$ cat config.mk
export PLATFORM = sky130hd
export DESIGN_NAME = state_table_sweeper
export DESIGN_NICKNAME = d
export VERILOG_FILES = /design/src/rtl/state_table_pkg.sv /design/src/rtl/state_table_model.sv /design/src/rtl/state_table_sweeper.sv
export SDC_FILE = /design/constraint.sdc
export NUM_CORES = 1
export LEC_CHECK = 0
export BUFFER_PORTS_ARGS = -buffer_cell sky130_fd_sc_hd__buf_2
export CAP_MARGIN = 30
export CORE_MARGIN = 4
export CORE_UTILIZATION = 53
export DETAILED_ROUTE_END_ITERATION = 10
export MAX_ROUTING_LAYER = met4
export PLACE_DENSITY = 0.9
export REMOVE_ABC_BUFFERS = 1
export SLEW_MARGIN = 5
export SYNTH_ARGS = -nofsm -noshare
export SYNTH_HDL_FRONTEND = slang
export SYNTH_SLANG_ARGS = --single-unit
export TNS_END_PERCENT = 10
$ cat constraint.sdc
create_clock -name clk -period 2.6 [get_ports clk]
set_input_delay 0.39 -clock clk [delete_from_list [all_inputs] [get_ports clk]]
set_output_delay 0.39 -clock clk [all_outputs]
set_load 0.05 [all_outputs]
$ cat src/rtl/state_table_pkg.sv
// -----------------------------------------------------------------------------
// state_table_pkg
//
// Shared definitions for the state-table sweeper:
//   - sweep_state_t : sequencer FSM states
//   - ROW_W / ERR_W : widths of the row index and the error counter
//   - expected_next : golden next-state/output function of the two-flip-flop
//                     datapath, indexed by a state-table row {A,B,x,y}
// -----------------------------------------------------------------------------
package state_table_pkg;

    localparam int ROW_W = 4;   // {A,B,x,y}
    localparam int ERR_W = 5;   // holds 0..16

    typedef enum logic [2:0] {
        IDLE,
        LOAD,
        SETTLE,
        CHECK,
        DONE
    } sweep_state_t;

    // Returns {eA, eB, eZ} for one state-table row.
    //   nextA = x·y' + x·B
    //   nextB = x·A  + x·B'
    //   z     = A
    function automatic logic [2:0] expected_next(input logic [ROW_W-1:0] row);
        logic a;
        logic b;
        logic xi;
        logic yi;
        a  = row[3];
        b  = row[2];
        xi = row[1];
        yi = row[0];
        return {(xi & ~yi) | (xi & b), (xi & a) | (xi & ~b), a};
    endfunction

endpackage

$ cat src/rtl/state_table_model.sv
// -----------------------------------------------------------------------------
// state_table_model
//
// Combinational golden model of the two-flip-flop datapath. Given the row
// currently being exercised it produces the values the datapath is expected
// to present on its next-state and output pins.
//
// Ports:
//   row   in  ROW_W : state-table row {A,B,x,y}
//   exp_a out 1     : expected next-state A
//   exp_b out 1     : expected next-state B
//   exp_z out 1     : expected output z
// -----------------------------------------------------------------------------
module state_table_model
    import state_table_pkg::*;
(
    input  logic [ROW_W-1:0] row,
    output logic             exp_a,
    output logic             exp_b,
    output logic             exp_z
);

    assign {exp_a, exp_b, exp_z} = expected_next(row);

endmodule

$ cat src/rtl/state_table_sweeper.sv
// -----------------------------------------------------------------------------
// state_table_sweeper
//
// Walks all 16 rows of the two-flip-flop datapath's state table in order
// {A,B,x,y} = 0..15. For each row it loads the present state into the
// datapath flip-flops, drives x/y, waits SETTLE_CYCLES, then compares the
// datapath's next-state and output against the golden model. Reports an
// error count, the first failing row and an overall pass flag.
//
// Parameters:
//   SETTLE_CYCLES : cycles between LOAD and CHECK, 0..15
//   STOP_ON_FAIL  : 1 = end the sweep after the first mismatching row
//
// Ports:
//   clk        in  1     : clock
//   reset      in  1     : asynchronous, active-high reset
//   start      in  1     : request a sweep (sampled only in IDLE)
//   busy       out 1     : high in every state except IDLE
//   done       out 1     : one-cycle pulse in DONE
//   pass       out 1     : sweep finished with zero errors (held until next start)
//   ld_en      out 1     : load strobe to the datapath flip-flops
//   ld_val     out 2     : {A,B} present state to load
//   x, y       out 1     : datapath inputs for the current row
//   next_a     in  1     : datapath next-state A
//   next_b     in  1     : datapath next-state B
//   z          in  1     : datapath output
//   cap_en     out 1     : compare-cycle strobe
//   row_idx    out ROW_W : current row {A,B,x,y}
//   err_count  out ERR_W : number of mismatching rows
//   fail_valid out 1     : a mismatch has been seen
//   fail_row   out ROW_W : row of the first mismatch
// -----------------------------------------------------------------------------
module state_table_sweeper
    import state_table_pkg::*;
#(
    parameter int SETTLE_CYCLES = 1,
    parameter bit STOP_ON_FAIL  = 1'b0
) (
    input  logic             clk,
    input  logic             reset,
    input  logic             start,
    output logic             busy,
    output logic             done,
    output logic             pass,
    output logic             ld_en,
    output logic [1:0]       ld_val,
    output logic             x,
    output logic             y,
    input  logic             next_a,
    input  logic             next_b,
    input  logic             z,
    output logic             cap_en,
    output logic [ROW_W-1:0] row_idx,
    output logic [ERR_W-1:0] err_count,
    output logic             fail_valid,
    output logic [ROW_W-1:0] fail_row
);

    // Terminal value of the settle counter. Only used when SETTLE_CYCLES > 0;
    // with zero settle cycles LOAD goes straight to CHECK.
    localparam logic [3:0] SETTLE_LAST =
        (SETTLE_CYCLES > 0) ? 4'(SETTLE_CYCLES - 1) : 4'd0;

    localparam logic [ROW_W-1:0] LAST_ROW = {ROW_W{1'b1}};

    sweep_state_t     state;
    sweep_state_t     state_next;
    logic [3:0]       settle_cnt;

    logic             exp_a;
    logic             exp_b;
    logic             exp_z;
    logic             row_mismatch;
    logic             end_sweep;
    logic [ERR_W-1:0] err_count_after;

    // -------------------------------------------------------------------------
    // Golden model for the row currently being exercised
    // -------------------------------------------------------------------------
    state_table_model u_model (
        .row   (row_idx),
        .exp_a (exp_a),
        .exp_b (exp_b),
        .exp_z (exp_z)
    );

    // The row index itself carries the stimulus: it only changes on the edge
    // leaving CHECK (or on an accepted start), so ld_val/x/y are stable from
    // LOAD through CHECK and simply hold their last values while idle.
    assign ld_val = row_idx[3:2];
    assign x      = row_idx[1];
    assign y      = row_idx[0];

    // Any disagreement on the three observed bits counts once for the row.
    assign row_mismatch = (next_a != exp_a) || (next_b != exp_b) || (z != exp_z);

    assign end_sweep = (row_idx == LAST_ROW) || (STOP_ON_FAIL && row_mismatch);

    // Error total including the row being checked this cycle; used to decide
    // pass on the final row without waiting an extra cycle.
    assign err_count_after = err_count + ERR_W'(row_mismatch);

    // -------------------------------------------------------------------------
    // FSM state register
    // -------------------------------------------------------------------------
    // NOTE: sequential state is written with non-blocking assignments so every
    // register samples pre-edge values, independent of block ordering.
    always_ff @(posedge clk or posedge reset) begin
        if (reset) begin
            state <= IDLE;
        end else begin
            state <= state_next;
        end
    end

    // -------------------------------------------------------------------------
    // FSM next-state and strobes
    // -------------------------------------------------------------------------
    // NOTE: every output of this block gets a default first, so no path
    // leaves a signal unassigned and no latch is inferred.
    always_comb begin
        state_next = state;
        ld_en      = 1'b0;
        cap_en     = 1'b0;
        done       = 1'b0;
        busy       = (state != IDLE);

        case (state)
            IDLE: begin
                if (start) begin
                    state_next = LOAD;
                end
            end

            LOAD: begin
                ld_en      = 1'b1;
                state_next = (SETTLE_CYCLES == 0) ? CHECK : SETTLE;
            end

            SETTLE: begin
                if (settle_cnt == SETTLE_LAST) begin
                    state_next = CHECK;
                end
            end

            CHECK: begin
                cap_en     = 1'b1;
                state_next = end_sweep ? DONE : LOAD;
            end

            DONE: begin
                done       = 1'b1;
                state_next = IDLE;
            end

            default: begin
                state_next = IDLE;
            end
        endcase
    end

    // -------------------------------------------------------------------------
    // Row index, settle counter and result registers
    // -------------------------------------------------------------------------
    always_ff @(posedge clk or posedge reset) begin
        if (reset) begin
            row_idx    <= '0;
            settle_cnt <= '0;
            err_count  <= '0;
            pass       <= 1'b0;
            fail_valid <= 1'b0;
            fail_row   <= '0;
        end else begin
            case (state)
                IDLE: begin
                    // Results of the previous sweep are held until a new
                    // sweep is accepted.
                    if (start) begin
                        row_idx    <= '0;
                        err_count  <= '0;
                        pass       <= 1'b0;
                        fail_valid <= 1'b0;
                        fail_row   <= '0;
                    end
                end

                LOAD: begin
                    settle_cnt <= '0;
                end

                SETTLE: begin
                    settle_cnt <= settle_cnt + 4'd1;
                end

                CHECK: begin
                    if (row_mismatch) begin
                        err_count <= err_count_after;
                        if (!fail_valid) begin
                            fail_valid <= 1'b1;
                            fail_row   <= row_idx;
                        end
                    end

                    // pass becomes visible in the DONE cycle and is held.
                    // row_idx is not advanced past the final row.
                    if (end_sweep) begin
                        pass <= (err_count_after == '0);
                    end else begin
                        row_idx <= row_idx + 1'b1;
                    end
                end

                default: begin
                end
            endcase
        end
    end

endmodule

==> results by group <==
Floorplanning
  – Die area: 3330 um^2
  – Starting density of the core: 57.6%
  – FP Rows: 17
  – Number of top-level pins: 29
  – Die H: 57.7 um
  – CORE AREA: 2280 um^2
  – Die width: 57.7 um

Power
  – Leak pwr: 0.780 nW
  – Maximum VDD drop: 1.38 mV
  – Tot Pwr: 2.07 mW
  – P per Cell Area: 1360 nW/um^2

STA
  – Fin crit period: 2.47 ns
  – Slew margin rel.: 44.9%
  – Final Skew: 0.00424 ns
  – Final hold slack: 0.218 ns
  – Slew Limit Fails: 0
  – Fmax achieved: 0.405 GHz
  – Setup TNS: 0 ns
  – Actual slew at the worst max-slew pin: 0.826 ns
  – Period utilization: 94.9%
  – Final Hold Fails: 0
  – Final setup fails: 0
  – Final worst slack: 0.132 ns

Final layout
  – Most frequent cells in the layout: buf_2, dfrtp_1, nand2_1
  – Area growth syn-to-layout: 16.1%
  – Util after Layout: 66.9%
  – Share of layout cells above drive strength 1: 28.1%
  – Fillers: 171
  – # diodes: 0
  – Most common cell after layout, fill and taps aside: buf_2
  – Fin nets: 184

Setup path
  – Slowest stage delay, CP: 0.43 ns
  – CP max FO: 5
  – CP Buf/Inv Count: 1
  – CP max-delay cell: a2111oi_4
  – CP arrival: 2.67 ns
  – Worst Setup SP: row_idx[0]
  – WS Path Type: reg2reg
  – FF-to-FF Start: row_idx[0]
  – Most used cell, CP: ha_1
  – CP Cell Sequence: inv_1 -> ha_1 -> nor2b_1 -> a2111oi_4 -> nand3_2 -> ha_1 -> ha_1 -> nand3_1 -> o31ai_1 -> and3_1 -> mux2_1
  – Element type at the critical path end: flip-flop
  – Critical Path RT: 2.80 ns
  – Critical path's top delay family: adder cells
  – Setup crit start kind: flip-flop

Drt
  – Vias post-DR: 1,187
  – Vias per cell: 5.96
  – Average wire per standard cell: 15.0 um
  – Routed Wire Length: 2.98 mm
  – First-pass DRT Iterations: 4
  – DRT antenna net count: 0
  – Detailed Route Iter0 Violations: 49
  – Residual DRC count: 0

Clock tree
  – Clk sinks: 22
  – CTS H-tree depth: 1
  – Post-CTS sizing: 0
  – Setup Buffers After CTS: 0
  – TritonCTS clock tree: built
  – Clock Root Buffer: clkbuf_4
  – Later-pin clock latency in the skew report: 0.31 ns
  – Cts-stage hold buffer count: 0
  – Worst-path clk slew: 0.12 ns
  – TritonCTS Buffers: 3
  – Maximum buffer depth of the clock tree: 2

Synth
  – Synth top area cells: dfrtp_1, ha_1, a21oi_1
  – Number of synthesized register bits: 22
  – Synth Instances: 143
  – Ys Warns: 0
  – Syn_area_per_cell: 9.17 um^2
  – Area leader, netlist: dfrtp_1
  – Sequential fraction of the synthesis area: 42.0%
  – Post-synth top area share: 42.0%
  – Cell variety after synth: 39
  – Cell Area, Synth: 1310 um^2

GRT
  – Largest net degree at the start of global routing: 23
  – Total global routing overflow: 0
  – Total track usage: 20.6%
  – Vias in the first global route: 1,119
  – Initial antenna violation count: 0
  – First-pass GRT wire length: 5.19 mm

Placed design
  – Gpl congestion: 0.851
  – Hpwl dp: 2.19 mm
  – I/O Buffers: 28
  – Pre-CTS setup slack: 0.123 ns

Outcome
  – Status: complete, no violations

Job
  – Max-Cap Viols: 0

Hold path
  – HP Class: in2async
## cell type report
cell class	count	area, um^2	share of cell area (%)
clock buffer	3	22.5	1.48
clock inverter	1	30.0	1.97
inverter	12	45.0	2.96
multi-input combinational	99	654	43.0
sequential	22	551	36.2
tap	28	35.0	2.30
timing repair buffer	34	185	12.2
## cell families (layout without fill, tap and decap cells)
group	Yosys count	after routing	share of synthesized area, %
compound gates	42	42	22.3
flops	22	22	42.0
simple gates	45	45	17.7
buf+inv	22	50	8.11
xor+xnor	5	5	3.34
mux	1	1	0.859
fa+ha+maj	6	6	5.73
## synthesized netlist by cell type
library cell,instances
dfrtp_1,22
nand2_1,13
a21oi_1,11
inv_1,11
o21ai_0,9
nor2_1,7
buf_4,6
ha_1,6
nand3_1,6
a32o_2,4
nor2b_1,4
o21ai_1,4
xnor2_1,4
clkbuf_1,3
nor3_1,3
a22oi_1,2
a31oi_1,2
and3_1,2
nand3b_1,2
o22ai_1,2
o2bb2ai_1,2
a2111oi_4,1
a21bo_2,1
and2_1,1
and3b_1,1
buf_2,1
inv_2,1
mux2_1,1
nand2_2,1
nand2b_1,1
nand3_2,1
nor4_1,1
o21a_1,1
o21ai_2,1
o31ai_1,1
o41ai_1,1
or3_1,1
or3b_1,1
xor2_1,1
## worst register-to-register path, cell delays in order (launching register included)
cell and delay (ns):
dfrtp_1 0.40, inv_1 0.07, ha_1 0.17, nor2b_1 0.07
a2111oi_4 0.43, nand3_2 0.16, ha_1 0.23, ha_1 0.24
nand3_1 0.10, o31ai_1 0.06, and3_1 0.16, mux2_1 0.28
## flip-flops by register name, indices dropped and copies added, names as in the netlist
name / count
pass: 1
fail_row: 4
err_count: 5
settle_cnt: 4
state: 3
row_idx: 4
fail_valid: 1
## routing by layer
metal / part of all wire, % / vias to the layer above / track usage (%)
li1: - / 561 / -
met1: 41 / 576 / 24.7
met2: 51 / 42 / 32.7
met3: 5.8 / 8 / 4.45
met4: 2.0 / 0 / 9.93
met5: 0 / - / -
## through the flow
stage / area, um^2 / std cells
2_1_floorplan: 1250 / 133
3_3_place_gp: 1460 / 194
3_5_place_dp: 1460 / 194
4_1_cts: 1520 / 198
5_1_grt: 1520 / 199
6_report: 1520 / 199
## path summary, 6_finish.rpt
| check | slack, ns | end | depth (start not counted) |
|---|---|---|---|
| worst min-delay path | 0.22 | settle_cnt[0] | 2 |
| min in group clk | 0.45 | state[0] | 3 |
| worst max register to register | 0.13 | pass | 11 |
| worst max-delay path | 0.13 | pass | 11 |
| max in group asynchronous | 1.87 | fail_row[3] | 2 |
| worst min register to register | 0.51 | fail_row[3] | 1 |
## power by group
part	switching [mW]	leakage [nW]	internal, mW
logic	0.861	0.459	0.355
registers	0.138	0.293	0.451
clock network	0.104	0.0279	0.156
total	1.10	0.780	0.962
Note: power is estimated with default switching activity, not from simulation.
